File: config.mk
export PLATFORM = sky130hd
export DESIGN_NAME = dram_cmd_arbiter
export DESIGN_NICKNAME = d
export VERILOG_FILES = /design/src/rtl/dram_cmd_arbiter.sv
export SDC_FILE = /design/constraint.sdc
export NUM_CORES = 1
export LEC_CHECK = 0
export ABC_AREA = 1
export BUFFER_PORTS_ARGS = -buffer_cell sky130_fd_sc_hd__buf_4
export CAP_MARGIN = 10
export CORE_MARGIN = 1.5
export CORE_UTILIZATION = 49
export CTS_CLUSTER_DIAMETER = 60
export DETAILED_ROUTE_END_ITERATION = 16
export GPL_ROUTABILITY_DRIVEN = 0
export PLACE_DENSITY = 0.84
export SLEW_MARGIN = 20
export SYNTH_ARGS = -nofsm -noshare
export SYNTH_HDL_FRONTEND = slang
export SYNTH_SLANG_ARGS = --single-unit
File: constraint.sdc
create_clock -name clk -period 3.45 [get_ports clk]
set_clock_uncertainty 0.1 [all_clocks]
set_input_delay 0.5175 -clock clk [delete_from_list [all_inputs] [get_ports clk]]
set_output_delay 0.5175 -clock clk [all_outputs]
set_load 0.005 [all_outputs]
File: src/rtl/dram_cmd_arbiter.sv
// Two-port round-robin arbiter and single-outstanding command sequencer for the
// LPDDR4 dummy memory model: fetch port 0 (read-only), load/store port 1.
module dram_cmd_arbiter #(
  parameter int                MEM_AW   = 14,
  parameter int                DATA_W   = 32,
  parameter logic [2:0]        BANK     = 3'd0,
  parameter logic [DATA_W-1:0] ERR_DATA = 32'hDEADBEEF
) (
  input  logic                  clk,
  input  logic                  rst_n,
  input  logic                  p0_req_valid,
  output logic                  p0_req_ready,
  input  logic [31:0]           p0_req_addr,
  output logic                  p0_rsp_valid,
  output logic [DATA_W-1:0]     p0_rsp_rdata,
  output logic                  p0_rsp_err,
  input  logic                  p1_req_valid,
  output logic                  p1_req_ready,
  input  logic                  p1_req_we,
  input  logic [31:0]           p1_req_addr,
  input  logic [DATA_W-1:0]     p1_req_wdata,
  input  logic [DATA_W/8-1:0]   p1_req_wstrb,
  output logic                  p1_rsp_valid,
  output logic [DATA_W-1:0]     p1_rsp_rdata,
  output logic                  p1_rsp_err,
  output logic                  mem_cs_n,
  output logic                  mem_ras_n,
  output logic                  mem_cas_n,
  output logic                  mem_we_n,
  output logic [MEM_AW-1:0]     mem_addr,
  output logic [2:0]            mem_ba,
  output logic [DATA_W-1:0]     mem_dq_out,
  output logic                  mem_dq_oe,
  input  logic [DATA_W-1:0]     mem_dq_in,
  output logic [DATA_W/8-1:0]   mem_dm,
  output logic                  mem_dqs
);

  // Handshake: a request transfers on a rising edge where valid && ready.
  // Ready is only ever raised in IDLE, for the arbitration winner; requesters
  // hold valid and payload until then. Responses are single-cycle pulses with
  // no back-pressure.
  typedef enum logic [1:0] {ST_IDLE, ST_CMD, ST_RDWAIT, ST_RESP} state_t;

  state_t              state, state_d;
  logic                last_grant, lat_port, lat_we;
  logic                gnt_p0, gnt_p1, accept, sel_p1, sel_we, sel_oor;
  logic [31:0]         sel_addr;
  logic                rsp_set, rsp_port, rsp_err_d;
  logic [DATA_W-1:0]   rsp_data;

  assign mem_ba = BANK;

  always_ff @(posedge clk or negedge rst_n) begin
    if (!rst_n) state <= ST_IDLE;
    else        state <= state_d;
  end

  always_comb begin
    state_d      = state;
    p0_req_ready = 1'b0;
    p1_req_ready = 1'b0;
    accept       = 1'b0;
    rsp_set      = 1'b0;
    rsp_port     = lat_port;
    rsp_data     = '0;
    rsp_err_d    = 1'b0;
    // On a tie the port that was not granted last time wins.
    gnt_p0   = p0_req_valid && (!p1_req_valid || last_grant);
    gnt_p1   = p1_req_valid && (!p0_req_valid || !last_grant);
    sel_p1   = gnt_p1;
    sel_addr = sel_p1 ? p1_req_addr : p0_req_addr;
    sel_we   = sel_p1 && p1_req_we;
    sel_oor  = (sel_addr >> MEM_AW) != 32'd0;
    case (state)
      ST_IDLE: begin
        p0_req_ready = gnt_p0;
        p1_req_ready = gnt_p1;
        accept       = gnt_p0 || gnt_p1;
        if (accept) begin
          if (sel_oor) begin
            state_d   = ST_RESP;
            rsp_set   = 1'b1;
            rsp_port  = sel_p1;
            rsp_data  = ERR_DATA;
            rsp_err_d = 1'b1;
          end else begin
            state_d = ST_CMD;
          end
        end
      end
      ST_CMD: begin
        if (lat_we) begin
          state_d = ST_RESP;
          rsp_set = 1'b1;
        end else begin
          state_d = ST_RDWAIT;
        end
      end
      ST_RDWAIT: begin
        state_d  = ST_RESP;
        rsp_set  = 1'b1;
        rsp_data = mem_dq_in;
      end
      default: state_d = ST_IDLE;
    endcase
  end

  // Command pins are loaded on the acceptance edge so they are valid for
  // exactly the CMD cycle, then fall back to idle by default.
  always_ff @(posedge clk or negedge rst_n) begin
    if (!rst_n) begin
      last_grant   <= 1'b1;
      lat_port     <= 1'b0;
      lat_we       <= 1'b0;
      mem_cs_n     <= 1'b1;
      mem_ras_n    <= 1'b1;
      mem_cas_n    <= 1'b1;
      mem_we_n     <= 1'b1;
      mem_addr     <= '0;
      mem_dq_out   <= '0;
      mem_dq_oe    <= 1'b0;
      mem_dm       <= '0;
      mem_dqs      <= 1'b0;
      p0_rsp_valid <= 1'b0;
      p0_rsp_rdata <= '0;
      p0_rsp_err   <= 1'b0;
      p1_rsp_valid <= 1'b0;
      p1_rsp_rdata <= '0;
      p1_rsp_err   <= 1'b0;
    end else begin
      mem_cs_n     <= 1'b1;
      mem_ras_n    <= 1'b1;
      mem_cas_n    <= 1'b1;
      mem_we_n     <= 1'b1;
      mem_dq_oe    <= 1'b0;
      mem_dm       <= '0;
      mem_dqs      <= 1'b0;
      p0_rsp_valid <= rsp_set && !rsp_port;
      p1_rsp_valid <= rsp_set && rsp_port;
      if (rsp_set && !rsp_port) begin
        p0_rsp_rdata <= rsp_data;
        p0_rsp_err   <= rsp_err_d;
      end
      if (rsp_set && rsp_port) begin
        p1_rsp_rdata <= rsp_data;
        p1_rsp_err   <= rsp_err_d;
      end
      if (accept) begin
        last_grant <= sel_p1;
        lat_port   <= sel_p1;
        lat_we     <= sel_we;
        if (!sel_oor) begin
          mem_cs_n  <= 1'b0;
          mem_ras_n <= 1'b0;
          mem_cas_n <= 1'b0;
          mem_we_n  <= !sel_we;
          mem_addr  <= sel_addr[MEM_AW-1:0];
          if (sel_we) begin
            mem_dq_oe  <= 1'b1;
            mem_dq_out <= p1_req_wdata;
            mem_dm     <= ~p1_req_wstrb;
            mem_dqs    <= 1'b1;
          end
        end
      end
    end
  end

endmodule
======== Yosys cells after proc, flatten, opt, wreduce, memory -nomap -nowiden ========
Cells that the tools add are included.
W data, S select, Z words.
storage, ports and cells
  output and inout port bits .............. 129
  word-level logic and storage cells ...... 66
  register bits ........................... 126
cells by class
  reductions and logical operators ........ 17
  eq/ne operators ......................... 3
  bitwise operators ....................... 2
  muxes and demuxes ....................... 28
operators with widths
  cell                  number
  $mux W32              3
  $pmux W32 S2          1
  $reduce_bool A32 Y1   1
  $mux W1               17
  $mux W4               3
  $pmux W2 S3           1
  $logic_and A1 B1 Y1   5
  $logic_not A1 Y1      5
  $mux W2               2
  $not A4 Y4            1
  $logic_or A1 B1 Y1    3
  $pmux W1 S3           1
  $reduce_and A3 Y1     1
  $eq A2 B1 Y1 const B  1
  $eq A2 B2 Y1 const B  1
  $logic_not A2 Y1      1
  $ne A2 B2 Y1 const B  1
  $reduce_and A2 Y1     1
  $not A1 Y1            1

======== Logic depth before layout (Yosys ltp) ========
  word-level depth ........................ 10
  gate-level depth with buffers ........... 11
  mapped depth without buffers ............ 10

======== Worst setup path before layout ========
Ideal clock, no wire load.
  path type ............................... input -> register
  from .................................... input p0_req_addr[14]
  to ...................................... register p1_rsp_rdata[13]
  data arrival time ....................... 1780 ps
  path slack .............................. 1453 ps
  required time ........................... 3233 ps
  stages on the path ...................... 10
  buffers on the path ..................... 1
  cell sequence ........................... or2_2 > nor2_1 > nand3_1 > nand3_4 > nand2_1 > nand2_2 > nand2_1 > buf_2 > nand2_1 > nand2_1
between the ends
  longest elaborated chain between the ends .. 6
  elaborated cells on any way between the ends .. 12
RTL lines
  item                                    RTL line  RTL
  start: declaration                      13        input logic [31:0] p0_req_addr,
  $mux W32 (*)                            72        sel_addr = sel_p1 ? p1_req_addr : p0_req_addr;
  $reduce_bool A32 Y1 (*)                 74        sel_oor = (sel_addr >> MEM_AW) != 32'd0;
  $mux W1                                 81        if (sel_oor) begin
  $mux W1                                 80        if (accept) begin
  $pmux W1 S3 or $mux W1 (tied branches)  75        case (state)
  $logic_and A1 B1 Y1                     145       if (rsp_set && rsp_port) begin
  end signal: assignment                  146       p1_rsp_rdata <= rsp_data;
  end: declaration                        24        output logic [DATA_W-1:0] p1_rsp_rdata,
Every way passes the cells marked *; elsewhere a longest branch is shown, timed or not.
A chain may end at the register's enable or synchronous reset.

======== Worst setup path in the final report ========
  from .................................... register state[0]
  to ...................................... register p1_rsp_rdata[15]
between the ends
  longest elaborated chain between the ends .. 3
  elaborated cells on any way between the ends .. 7
RTL lines
  item                                        RTL line  RTL
  start: declaration                          45        state_t state, state_d;
  start signal: assignment                    56        else state <= state_d;
  $eq A2 B2 Y1, or another cell as far along  75
  $pmux W1 S3 or $mux W1 (tied branches)      75
  $logic_and A1 B1 Y1                         145
Several ways; a longest one is shown, not always the timed one.

==> results_dict.tcl <==
set metrics [dict create \
    postSynthCellCount 671 \
    fin_util 0.744 \
    placed_cell_area_mm2 0.00750 \
    syn2layout_area_growth_pct 47.0 \
    crit_buf_inv 3 \
    hold_buffers 0 \
    grt_pass1_wl_um 24900 \
    fin_crit_sh 0.816 \
    cpPeakStageDelay_ns 0.54 \
    io_pins 266 \
    hold_viol 0 \
    crit_chain "inv_1, ha_1, inv_1, nor2_1, nand3_4, a21oi_4, buf_4, nand3_1, nand2_1" \
    critPathKind "flop to flop" \
    worst_slack_ns 0.635 \
    cp_slowest_cell "buf_4" \
    critPathMostFrequentCell "inv_1" \
    dp_hpwl_um 11400 \
    die_w_um 109 \
    arrival_ns 3.15 \
    ys_seq_area_frac 0.573 \
    drc 0 \
    grt_max_degree 70 \
    cts_setup_buffers 0 \
    start_util 0.506 \
    reg2reg_slack_ns 0.63 \
    start_kind "flop" \
    die-area_mm2 0.0119 \
    numPortBuffers 262 \
    synth.avg_cell_area_um2 8.21 \
    min_path_type "primary input to asynchronous set/reset pin" \
    p_leak_uw 0.00473 \
    cap_viol_max_count 0 \
    cts_inserted_buffers 17 \
    worstSetupEndpointType "flop" \
    synth_top_area_frac 0.559 \
    htree_num_levels 4 \
    firstDrtPassIters 5 \
    rsz0062_at_grt "false" \
    crit_family "simple AND/OR/NAND/NOR gates" \
    vias_per_cell 4.97 \
    cts_tree "done" \
    cts_root_buf "clkbuf_8" \
    cts_buffer_depth 2 \
    irDropWorstVdd_mv 0.529 \
    run_status "complete, no violations" \
    crit_required_ns 3.79 \
    tightest_slew_ns 0.878 \
    antenna_found_initial 0 \
    detail_route.wl_per_cell_um 15.1 \
    fin_setup_tns_ns 0 \
    ys_warn_count 0 \
    cts.sinks 126 \
    antenna_left 0 \
    clock_latency_ns 0.50 \
    fillers 848 \
    die-height_um 109 \
    crit_fanout 66 \
    overflow 0 \
    period_minus_slack_ns 2.82 \
    routed_wl_um 16200 \
    maxSlewHeadroom 0.415 \
    regArea_mm2 0.00316 \
    core_mm2 0.0109 \
    setup_viol 0 \
    clk_pin_slew_ns 0.06 \
    fin_nets 1061 \
    postLayoutCellArea_mm2 0.00810 \
    dp_slack_ns 0.556 \
    rows 38 \
    first_iter_violations 361 \
    drive_gt1_frac 0.337 \
    slew_violations 0 \
    n_antenna_cell 0 \
    synthTopCellsByArea "dfrtp_1 56%, nand2_1 22%, nand3_1 6.2%" \
    ys_ff_latch 126 \
    multiInputGateArea_mm2 0.00205 \
    yosysTopAreaCell "dfrtp_1" \
    synth_cell_types 23 \
    syn-cell-area_mm2 0.00551 \
    ctsResizeCount 0 \
    fmax_mhz 355 \
    grt_pass1_vias 5045 \
    grt.total_usage 0.276 \
    vias 5336 \
    pwr_density_cell_mw_per_mm2 755 \
]
-- logic make-up after synthesis --
family | share of synthesized area
AOI/OAI and AO/OA | 0.0339
buffers and inverters | 0.0564
other | 0.000681
and+or+nand+nor | 0.327
DFF | 0.573
adders and majority gates | 0.00909
-- layout by cell type, fill, tap and decap left out --
| cell | instances |
|---|---|
| dfrtp_1 | 123 |
| inv_1 | 19 |
| or2_2 | 1 |
| buf_4 | 269 |
| clkbuf_16 | 16 |
| a21oi_4 | 3 |
| a31oi_1 | 14 |
| bufinv_16 | 3 |
| clkbuf_1 | 1 |
| dfstp_2 | 3 |
| inv_2 | 3 |
| ha_1 | 4 |
| nand3_1 | 68 |
| nand2_2 | 2 |
| inv_6 | 1 |
| clkbuf_8 | 2 |
| nand2_1 | 330 |
| clkinv_2 | 3 |
| clkinvlp_4 | 2 |
| or2_1 | 1 |
| nand3_4 | 1 |
| o21ai_0 | 7 |
| nor2_1 | 44 |
| clkinv_4 | 4 |
| a21oi_1 | 3 |
| and2_0 | 1 |
| conb_1 | 3 |
| buf_12 | 1 |
| nand4_1 | 1 |
-- per-layer routing --
metal,global-route usage,wire [um]
met4,0.0977,299
met3,0.0681,1460
met1,0.332,6050
met2,0.480,8370
met5,0,0
-- power breakdown --
part	total (uW)	switching [uW]	internal, uW	leakage, uW
Sequential	2040	213	1830	0.00168
Combinational	2280	1410	877	0.00277
Clock	1790	669	1120	0.000288
Total	6120	2290	3830	0.00473
-- worst reg2reg max path, stage by stage (launching register included) --
cell     delay [ns]
dfrtp_1        0.39
inv_1          0.11
ha_1           0.23
inv_1          0.12
nor2_1         0.27
nand3_4        0.37
a21oi_4        0.29
buf_4          0.54
nand3_1        0.20
nand2_1        0.12
-- per-stage QoR --
step	instances	total power (uW)	hold WS [ns]
2_1_floorplan	673	3400	0.122
5_1_grt	1073	6490	0.0276
3_3_place_gp	1041	4270	0.355
4_1_cts	1073	6140	0.0281
6_report	1073	6120	0.0191
3_5_place_dp	1041	4330	0.361
-- state kept, by name, summed over array words and instances, names as in the netlist --
| signal | flops |
|---|---|
| p1_rsp_valid | 1 |
| p0_rsp_err | 1 |
| p1_rsp_rdata | 32 |
| state | 2 |
| p1_rsp_err | 1 |
| mem_dq_out | 32 |
| mem_dqs | 1 |
| lat_we | 1 |
| mem_cas_n | 1 |
| p0_rsp_rdata | 32 |
| last_grant | 1 |
| p0_rsp_valid | 1 |
| mem_addr | 14 |
| mem_we_n | 1 |
| lat_port | 1 |
| mem_dm | 4 |
-- worst paths after layout --
check                            startpoint               end  cells past startpoint
setup / recovery                   state[0]  p1_rsp_rdata[15]                      9
setup reg to reg                   state[0]  p1_rsp_rdata[15]                      9
max in group asynchronous             rst_n         mem_cas_n                      2
hold reg to reg            p0_rsp_rdata[24]  p0_rsp_rdata[24]                      2
hold / removal                        rst_n  p1_rsp_rdata[14]                      1
min in group clk            p1_req_wstrb[2]         mem_dm[2]                      2
-- Yosys cell counts, drive strengths merged --
master,number
a31oi,14
inv,22
a21oi,6
dfrtp,123
nand3,69
clkbuf,8
dfstp,3
conb,1
nand2,332
buf,34
nand4,1
and2,1
ha,4
o21ai,7
nor2,44
or2,2
-- final cells by class --
cell class                      count  area share
Clock buffer                       19      0.0533
Clock inverter                     13      0.0202
Inverter                           22      0.0102
Multi-Input combinational cell    483       0.253
Sequential cell                   126       0.390
Tap cell                          140      0.0216
Timing Repair Buffer              270       0.252
Note: power is estimated with default switching activity, not from simulation.
